`config.mk`:
```
export PLATFORM = sky130hd
export DESIGN_NAME = ecc_decode_arbiter
export DESIGN_NICKNAME = d
export VERILOG_FILES = /design/src/rtl/ecc_decode_arbiter.sv
export SDC_FILE = /design/constraint.sdc
export NUM_CORES = 1
export LEC_CHECK = 0
export BUFFER_PORTS_ARGS = -buffer_cell sky130_fd_sc_hd__buf_4
export CORE_ASPECT_RATIO = 1.5
export CORE_MARGIN = 2
export CORE_UTILIZATION = 50
export DETAILED_ROUTE_END_ITERATION = 8
export PLACE_DENSITY_LB_ADDON = 0.3
export SLEW_MARGIN = 20
export SYNTH_ARGS = -nofsm -noshare
export SYNTH_HDL_FRONTEND = slang
export SYNTH_SLANG_ARGS = --single-unit
```
`constraint.sdc`:
```
create_clock -name clk -period 3 [get_ports clk]
set_input_delay 0.6 -clock clk [delete_from_list [all_inputs] [get_ports clk]]
set_output_delay 0.6 -clock clk [all_outputs]
set_load 0.005 [all_outputs]
```
`src/rtl/ecc_decode_arbiter.sv`:
```
// Round-robin arbiter sharing one SEC Hamming decoder among NUM_REQ requesters.
// Tags track decoder latency; each result returns through a credited, in-order FIFO.
module ecc_decode_arbiter #(
  parameter int unsigned NUM_REQ     = 4,
  parameter int unsigned DATA_WIDTH  = 16,
  parameter int unsigned ENC_WIDTH   = 21,
  parameter int unsigned DEC_LATENCY = 1,
  parameter int unsigned FIFO_DEPTH  = 4
) (
  input  logic                           clk,
  input  logic                           rstb,
  input  logic [NUM_REQ-1:0]             req_valid,
  input  logic [NUM_REQ*ENC_WIDTH-1:0]   req_encoded,
  output logic [NUM_REQ-1:0]             req_ready,
  output logic [ENC_WIDTH-1:0]           dec_encoded_data,
  input  logic [DATA_WIDTH-1:0]          dec_decoded_data,
  input  logic                           dec_valid,
  output logic [NUM_REQ-1:0]             rsp_valid,
  output logic [DATA_WIDTH-1:0]          rsp_data,
  output logic                           rsp_ok,
  input  logic [NUM_REQ-1:0]             rsp_ready,
  input  logic                           err_clr,
  output logic [15:0]                    err_count
);

  localparam int unsigned ID_W  = (NUM_REQ > 1) ? $clog2(NUM_REQ) : 1;
  localparam int unsigned PTR_W = (FIFO_DEPTH > 1) ? $clog2(FIFO_DEPTH) : 1;
  localparam int unsigned CNT_W = PTR_W + 1;
  localparam int unsigned OCC_W = $clog2(FIFO_DEPTH + DEC_LATENCY + 1) + 1;
  localparam int unsigned ERR_W = 16;

  if (DEC_LATENCY < 1) begin : g_chk_lat
    $error("ecc_decode_arbiter: DEC_LATENCY must be >= 1");
  end
  if (FIFO_DEPTH < DEC_LATENCY + 1) begin : g_chk_depth
    $error("ecc_decode_arbiter: FIFO_DEPTH must be >= DEC_LATENCY+1");
  end
  if ((FIFO_DEPTH < 2) || ((FIFO_DEPTH & (FIFO_DEPTH - 1)) != 0)) begin : g_chk_pow2
    $error("ecc_decode_arbiter: FIFO_DEPTH must be a power of 2");
  end
  if ((NUM_REQ < 2) || (NUM_REQ > 8)) begin : g_chk_nreq
    $error("ecc_decode_arbiter: NUM_REQ must be 2..8");
  end

  logic [ID_W-1:0]        r_rr_ptr;
  logic [ENC_WIDTH-1:0]   r_dec_enc;
  logic [DEC_LATENCY:0]   r_tag_vld;
  logic [ID_W-1:0]        r_tag_id [DEC_LATENCY+1];
  logic [ID_W-1:0]        r_fifo_id [FIFO_DEPTH];
  logic [DATA_WIDTH-1:0]  r_fifo_data [FIFO_DEPTH];
  logic [FIFO_DEPTH-1:0]  r_fifo_ok;
  logic [PTR_W-1:0]       r_wr_ptr;
  logic [PTR_W-1:0]       r_rd_ptr;
  logic [CNT_W-1:0]       r_fifo_cnt;
  logic [ERR_W-1:0]       r_err_cnt;

  logic [ID_W-1:0]        w_grant;
  logic                   w_any;
  logic [NUM_REQ-1:0]     w_grant_oh;
  logic [ID_W-1:0]        w_rr_next;
  logic [ENC_WIDTH-1:0]   w_sel_enc;
  logic [OCC_W-1:0]       w_inflight;
  logic                   w_credit;
  logic                   w_xfer;
  logic                   w_push;
  logic                   w_pop;
  logic                   w_empty;
  logic                   w_full;

  // Requester index at distance ofs above base, wrapping at NUM_REQ.
  function automatic logic [ID_W-1:0] rr_idx(input logic [ID_W-1:0] base,
                                             input int unsigned ofs);
    int unsigned sum;
    sum = 32'(base) + ofs;
    if (sum >= NUM_REQ) sum = sum - NUM_REQ;
    return ID_W'(sum);
  endfunction

  // Round-robin search starting at the pointer.
  always_comb begin
    w_grant = '0;
    w_any   = 1'b0;
    for (int unsigned k = 0; k < NUM_REQ; k++) begin
      if (!w_any && req_valid[rr_idx(r_rr_ptr, k)]) begin
        w_grant = rr_idx(r_rr_ptr, k);
        w_any   = 1'b1;
      end
    end
  end

  always_comb begin
    w_sel_enc = '0;
    for (int unsigned k = 0; k < NUM_REQ; k++) begin
      if (w_grant == ID_W'(k)) w_sel_enc = req_encoded[k*ENC_WIDTH +: ENC_WIDTH];
    end
  end

  // Words in the tag pipe still hold a FIFO slot, so they count against credit.
  always_comb begin
    w_inflight = '0;
    for (int unsigned s = 0; s <= DEC_LATENCY; s++) begin
      w_inflight = w_inflight + OCC_W'(r_tag_vld[s]);
    end
    w_credit = (w_inflight + OCC_W'(r_fifo_cnt)) < OCC_W'(FIFO_DEPTH);
  end

  assign w_grant_oh = w_any ? (NUM_REQ'(1) << w_grant) : '0;
  assign req_ready  = (rstb && w_credit) ? w_grant_oh : '0;
  assign w_xfer     = |(req_valid & req_ready);
  assign w_rr_next  = (w_grant == ID_W'(NUM_REQ - 1)) ? '0 : w_grant + ID_W'(1);

  always_ff @(posedge clk or negedge rstb) begin
    if (!rstb) begin
      r_rr_ptr  <= '0;
      r_dec_enc <= '0;
      r_tag_vld <= '0;
    end else begin
      r_tag_vld <= {r_tag_vld[DEC_LATENCY-1:0], w_xfer};
      if (w_xfer) begin
        r_rr_ptr  <= w_rr_next;
        r_dec_enc <= w_sel_enc;
      end
    end
  end

  // Requester ids travel alongside the decoder; validity lives in r_tag_vld.
  always_ff @(posedge clk) begin
    r_tag_id[0] <= w_grant;
    for (int unsigned s = 1; s <= DEC_LATENCY; s++) begin
      r_tag_id[s] <= r_tag_id[s-1];
    end
  end

  assign dec_encoded_data = r_dec_enc;

  assign w_push  = r_tag_vld[DEC_LATENCY];
  assign w_empty = (r_fifo_cnt == '0);
  assign w_full  = (r_fifo_cnt == CNT_W'(FIFO_DEPTH));

  assign rsp_valid = w_empty ? '0 : (NUM_REQ'(1) << r_fifo_id[r_rd_ptr]);
  assign rsp_data  = w_empty ? '0 : r_fifo_data[r_rd_ptr];
  assign rsp_ok    = !w_empty && r_fifo_ok[r_rd_ptr];
  assign w_pop     = |(rsp_valid & rsp_ready);

  always_ff @(posedge clk or negedge rstb) begin
    if (!rstb) begin
      r_wr_ptr   <= '0;
      r_rd_ptr   <= '0;
      r_fifo_cnt <= '0;
    end else begin
      if (w_push) r_wr_ptr <= r_wr_ptr + PTR_W'(1);
      if (w_pop)  r_rd_ptr <= r_rd_ptr + PTR_W'(1);
      case ({w_push, w_pop})
        2'b10:   r_fifo_cnt <= r_fifo_cnt + CNT_W'(1);
        2'b01:   r_fifo_cnt <= r_fifo_cnt - CNT_W'(1);
        default: r_fifo_cnt <= r_fifo_cnt;
      endcase
    end
  end

  // When full, push+pop writes the slot being vacated by the head.
  always_ff @(posedge clk) begin
    if (w_push) begin
      r_fifo_id[r_wr_ptr]   <= r_tag_id[DEC_LATENCY];
      r_fifo_data[r_wr_ptr] <= dec_decoded_data;
      r_fifo_ok[r_wr_ptr]   <= dec_valid;
    end
  end

  always_ff @(posedge clk or negedge rstb) begin
    if (!rstb) begin
      r_err_cnt <= '0;
    end else if (err_clr) begin
      r_err_cnt <= '0;
    end else if (w_push && !dec_valid && (r_err_cnt != '1)) begin
      r_err_cnt <= r_err_cnt + ERR_W'(1);
    end
  end

  assign err_count = r_err_cnt;

  always @(posedge clk) begin
    if (rstb && w_push && !w_pop) assert (!w_full);
  end

endmodule

```
After elaboration in Yosys (flattened, before gate mapping):

Memory sizes are Yosys's and may differ from the RTL's.
Index checks and enable logic that the tools add are counted.

* word-level logic and storage cells: 106
* memories: 3
* bits of input ports: 112
* register bits after elaboration: 52
* RAM bits: 76
* output and inout port bits: 62

Memories
* r_fifo_data: depth 4, width 16, read ports 1, clocked after memory_dff 0, wr ports 1, RTL line 50 `logic [DATA_WIDTH-1:0] r_fifo_data [FIFO_DEPTH];`
* r_fifo_id: depth 4, width 2, read ports 1, clocked after memory_dff 0, wr ports 1, RTL line 49 `logic [ID_W-1:0] r_fifo_id [FIFO_DEPTH];`
* r_tag_id: depth 2, width 2, read ports 2, clocked after memory_dff 0, wr ports 2, RTL line 48 `logic [ID_W-1:0] r_tag_id [DEC_LATENCY+1];`

* equal/unequal tests: 6
* add/sub/neg operators: 15
* magnitude comparators: 12
* bitwise gates (word level): 2
* shift-type cells: 2
* mux-type cells: 39
* reductions and logical operators: 19

Operators with widths (count)
* 2-to-1 mux 21 bit: 4
* 2-to-1 mux 16 bit: 3
* < comparator 2 x 3 -> 1 bit, second input constant: 6
* 2-to-1 mux 2 bit: 9
* adder 16 x 1 -> 16 bit, second input constant: 1
* inequality test 16 bit, second input constant: 1
* 2-to-1 mux 1 bit: 12
* 2-to-1 mux 4 bit: 3
* binary-select mux 1 bit (select 2 bit): 5
* >= comparator 3 bit, second input constant: 3
* AND 4 bit: 2
* logical AND 1 bit: 8
* OR reduction 4 bit: 2
* << shifter 1 x 2 -> 4 bit, first input constant: 2
* subtractor 2 x 1 -> 2 bit, second input constant: 4
* adder 2 x 1 -> 2 bit, second input constant: 3
* adder 2 x 2 -> 3 bit, second input constant: 2
* equality test 2 bit, second input constant: 3
* case mux 3 bit (2 select lines): 1
* logical NOT 1 bit: 5
* adder 2 x 3 -> 4 bit: 1
* bitwise mux 4 bit: 1
* equality test 2 x 1 -> 1 bit, second input constant: 2
* < comparator 4 x 3 -> 1 bit, second input constant: 1
* other kinds (10): 11

Depth between registers and ports, before layout:

* depth after elaboration: 19
* gate-level depth with buffers: 13

Least setup slack after synthesis:

Ideal clock, no wire load.

* path type: input to output
* start point: input req_valid[0]
* end point: output req_ready[1]
* stages: 8
* data required time: 2400 ps
* arrival: 2119 ps
* path buffers: 2
* path slack: 281 ps
* cell sequence: nor2b_1 a21oi_1 o22ai_1 a21oi_1 ha_1 buf_2 buf_1 and2_1

* cells in the longest elaborated chain, start to end: 15
* elaborated cells between the ends (all ways): 25
* classes of those cells: shift: 1; mux: 18; reduce/logical: 6

Ends and longest elaborated chain
* start: declaration: RTL line 12 `input logic [NUM_REQ-1:0] req_valid,`
* binary-select mux 1 bit (select 2 bit): RTL line 84 `if (!w_any && req_valid[rr_idx(r_rr_ptr, k)]) begin`
* 2-to-1 mux 1 bit (not written as such): RTL line 84
* 2-to-1 mux 1 bit: RTL line 84
* logical NOT 1 bit: RTL line 84
* logical AND 1 bit: RTL line 84
* 2-to-1 mux 1 bit: RTL line 84
* logical NOT 1 bit: RTL line 84
* logical AND 1 bit: RTL line 84
* 2-to-1 mux 1 bit: RTL line 84
* logical NOT 1 bit: RTL line 84
* logical AND 1 bit: RTL line 84
* 2-to-1 mux 2 bit *: RTL line 84
* net w_grant[0]: RTL line 57 `logic [ID_W-1:0] w_grant;`
* << shifter 1 x 2 -> 4 bit *: RTL line 107 `assign w_grant_oh = w_any ? (NUM_REQ'(1) << w_grant) : '0;`
* 2-to-1 mux 4 bit *: RTL line 107
* 2-to-1 mux 4 bit *: RTL line 108 `assign req_ready = (rstb && w_credit) ? w_grant_oh : '0;`
* end: declaration: RTL line 14 `output logic [NUM_REQ-1:0] req_ready,`

Mark *: on every way through the listed nets, which the timed path passes. The rest lies on a longest branch. The select of a mux whose other input is x is not followed.

Worst setup path in the final report:

* start point: register r_rd_ptr[1]
* end point: register r_fifo_cnt[2]

* cells in the longest elaborated chain, start to end: 7
* elaborated cells between the ends (all ways): 9
* classes of those cells: eq/ne: 2; shift: 1; mux: 2; bitwise: 1; reduce/logical: 2; memory: 1

Ends and longest elaborated chain
* start: declaration: RTL line 53 `logic [PTR_W-1:0] r_rd_ptr;`
* start signal: assignment: RTL line 152 `if (w_pop) r_rd_ptr <= r_rd_ptr + PTR_W'(1);`
* memory (4 x 2 bit) *
* << shifter 1 x 2 -> 4 bit *: RTL line 140 `assign rsp_valid = w_empty ? '0 : (NUM_REQ'(1) << r_fifo_id[r_rd_ptr]);`
* 2-to-1 mux 4 bit *: RTL line 140
* AND 4 bit *: RTL line 143 `assign w_pop = |(rsp_valid & rsp_ready);`
* OR reduction 4 bit *: RTL line 143
* equality test 2 x 1 -> 1 bit or equality test 2 bit (tied branches): RTL line 153 `case ({w_push, w_pop})`
* case mux 3 bit (2 select lines) or nonzero test 2 bit (tied branches)
* end signal: assignment: RTL line 154 `2'b10: r_fifo_cnt <= r_fifo_cnt + CNT_W'(1);`
* end signal: assignment: RTL line 155 `2'b01: r_fifo_cnt <= r_fifo_cnt - CNT_W'(1);`
* end signal: assignment: RTL line 156 `default: r_fifo_cnt <= r_fifo_cnt;`
* end: declaration: RTL line 54 `logic [CNT_W-1:0] r_fifo_cnt;`

Every way passes the cells marked *; elsewhere a longest branch is shown, timed or not.
A chain may end at the register's enable or synchronous reset.

==> flow_summary.ini <==
[floorplanning]
core.rowCount = 49
dieArea_um2 = 13300
die_w_um = 94.8
ios = 174
coreArea_um2 = 12000
start_util = 0.514
die_h_um = 140

[worst_setup_path]
path_max_fanout = 6
worstSetupPathType = flop to flop
cp_slowest_cell = mux4_2
timing.critical_path.to = r_fifo_cnt[2]
cp_num_cells = 11
startpoint = r_rd_ptr[1]
reg2reg_from = r_rd_ptr[1]
path_cells = mux2i_1, mux2i_4, inv_1, mux4_2, and2_1, ha_1, inv_1, fa_1, xor2_1, nor2_1, xor2_1
path_buf_inv = 2
critical_path_required_ps = 3280
critPathTopFamily = multiplexers
timing.rr.end = r_fifo_cnt[2]
r2r_cells = 11
crit_path_end_kind = flop
rrSetupSlack_ps = 210
critical_path.startpoint_type = flop
critPathArrivalTime_ps = 3070
critPathMaxStageDelay_ps = 540

[pwr]
p_comb_frac = 0.375
intPower_mw = 4.85
leakage_nw = 3.47
ir_drop_mv = 0.442
seqPwrFrac = 0.341
sw_frac_of_total = 0.308
p_sw_mw = 2.16
power_density_nw_per_um2 = 850
power_frac_clock = 0.285

[global_route]
gr-usage-all-layers = 0.220
grt_pass1_vias = 4751
grt_max_degree = 49
grt_pass1_wl_mm = 22.7
antenna_found_initial = 0
globalRouteOverflowTotal = 0

[min_path]
hold_path_class = input port to asynchronous set/reset pin

[synthesis]
yosysWarnings = 0
netlist_instances = 500
ys_seq_elements = 128
async_flop_share = 0.375
synthFlopType = edfxtp_1
syn-num-nets = 624
ys_types = 56
synth_edf_count = 76
ys_seq_area_frac = 0.577
synth.avg_cell_area_um2 = 12.4
netlist_area_um2 = 6180

[cts]
cts_buffers = 17
clk_latency_ps = 400
ctsRootBufferMaster = clkbuf_16
cts.clk_slew.worst_paths_ps = 50
cts_setup_buffers = 0
htree_levels = 4
clockBufferDepth = 2
clkSinkCount = 128
cts_tree = done

[sta]
report.final.slew_viol_count = 0
hold_viol_final = 0
post-route-period-util = 0.930
finalSetupViolCount = 0
max_freq_mhz = 358
worst_slew_pin_slew_ps = 602
tns_ps = 0
rsz0062_at_grt = no
skew_ps = 8.37
relSlewSlack = 0.599
worst_slack_ps = 210
final.min_clock_period_ps = 2790

[layout]
nets = 799
final_cells = 841
nFillCells = 900
num_antenna_cells = 0
final_area_um2 = 8250
register_area_um2 = 3560
drive_above_1_share = 0.360
multi_input_area_um2 = 2460
area_growth_pct = 33.5

[routing]
firstDrtPassIters = 4
vias = 4542
drt_wl_total_mm = 13.9
vias_per_cell = 5.40
post_drt_wl_per_cell_um = 16.5
ant_nets = 0
drc = 0
drt_iter0_drc = 212

[flow_run]
max-cap-violations = 0

[run_status]
outcome = finished clean

[placed_design]
dp_hpwl_mm = 10.2
io_buffers = 173
dpl.cell_count = 809
dp_slack_ps = 27.1
placed_cell_area_um2 = 7660
gp_congestion = 0.849
[flip-flops by register name (all words and copies together) (netlist names)]
name / flops
r_rr_ptr: 2
r_fifo_ok: 4
err_count: 16
r_wr_ptr: 2
r_fifo_cnt: 3
dec_encoded_data: 21
r_tag_id: 4
r_fifo_id: 8
r_tag_vld: 2
r_fifo_data: 64
r_rd_ptr: 2
[final cells by class]
cell class                 count  area share
tap                          153      0.0232
clock buffer                  20      0.0529
sequential                   128       0.432
clock inverter                12      0.0171
timing repair buffer         186       0.171
inverter                      14     0.00637
multi-input combinational    328       0.298
[how the worst min path moves through the flow]
stage                                      end  cells after the start
final                     dec_encoded_data[10]                      2
after global routing            r_tag_id[0][3]                      0
after CTS                       r_tag_id[0][2]                      0
after detailed placement        r_tag_id[0][3]                      0
after global placement          r_tag_id[0][3]                      0
after floorplan            dec_encoded_data[0]                      0
[power groups by stage]
stage | registers, mW | clock network, mW | logic [mW]
floorplan | 2.35 | 0 | 1.68
global placement | 2.39 | 0 | 2.57
detailed placement | 2.41 | 0 | 2.65
CTS | 2.39 | 2.03 | 2.66
global route | 2.43 | 2.12 | 2.93
finish | 2.39 | 2.00 | 2.63
[worst register-to-register path: cells and delay by family, from the launching register on]
kind	cells	cell delay (ps)
simple gates	2	250
xor+xnor	2	290
flops	1	500
buf+inv	2	200
fa+ha+maj	2	370
mux	3	1070
[cell families after synthesis]
kind of cell / count (synthesis) / share of synthesized area
AND/OR/NAND/NOR: 177 / 0.162
flip-flops: 128 / 0.577
AO/OA/AOI/OAI: 94 / 0.0974
buffers and inverters: 44 / 0.0281
multiplexers: 30 / 0.0895
XOR/XNOR: 15 / 0.0213
adder cells (fa/ha/maj): 12 / 0.0255
[layer usage]
metal / vias to the layer above / track usage / wire, um
li1: 2193 / - / -
met1: 2142 / 0.244 / 5260
met2: 189 / 0.392 / 7400
met3: 18 / 0.0737 / 953
met4: 0 / 0.0709 / 270
met5: - / 0 / 0
[through the flow]
step                 util  power [mW]  hold slack [ps]
floorplan               -        4.03              304
global placement    0.637        4.96              319
detailed placement  0.637        5.07              313
CTS                 0.685        7.07              332
global route        0.687        7.47              340
finish              0.687        7.01              324
[Yosys cell counts, types with 4 or more instances]
master     n  area, um^2
a21oi_1   32         160
a221oi_1  21         184
and2_1    26         163
buf_2      7        35.0
clkbuf_1  21        78.8
dfrtp_1   48        1200
dfxtp_1    4        80.1
edfxtp_1  76        2280
ha_1      11         138
inv_1     14        52.6
mux2i_1    8        80.1
mux4_2    19         428
nand2_1   37         139
nand4_1    4        25.0
nor2_1    20        75.1
nor2b_1   44         275
nor3_1    25         125
o21ai_0   16        80.1
o21ai_1   10        50.1
xnor2_1    9        78.8
xor2_1     6        52.6
[layout by cell type, fill, tap and decap left out, types with 6 or more instances in the layout]
cell type	instances
a21oi_1	31
a221oi_1	21
and2_1	26
buf_4	185
clkbuf_16	17
dfrtp_1	48
edfxtp_1	76
ha_1	11
inv_1	14
mux2i_1	8
mux4_2	19
nand2_1	37
nor2_1	20
nor2b_1	44
nor3_1	25
o21ai_0	16
o21ai_1	10
xnor2_1	9
xor2_1	6
[repair_timing]
action                     4_1_cts  5_1_grt
gates resized for setup          0        2
setup endpoints to repair        0        4
hold buffers                     0        0
Power figures use the tool's default switching activity.
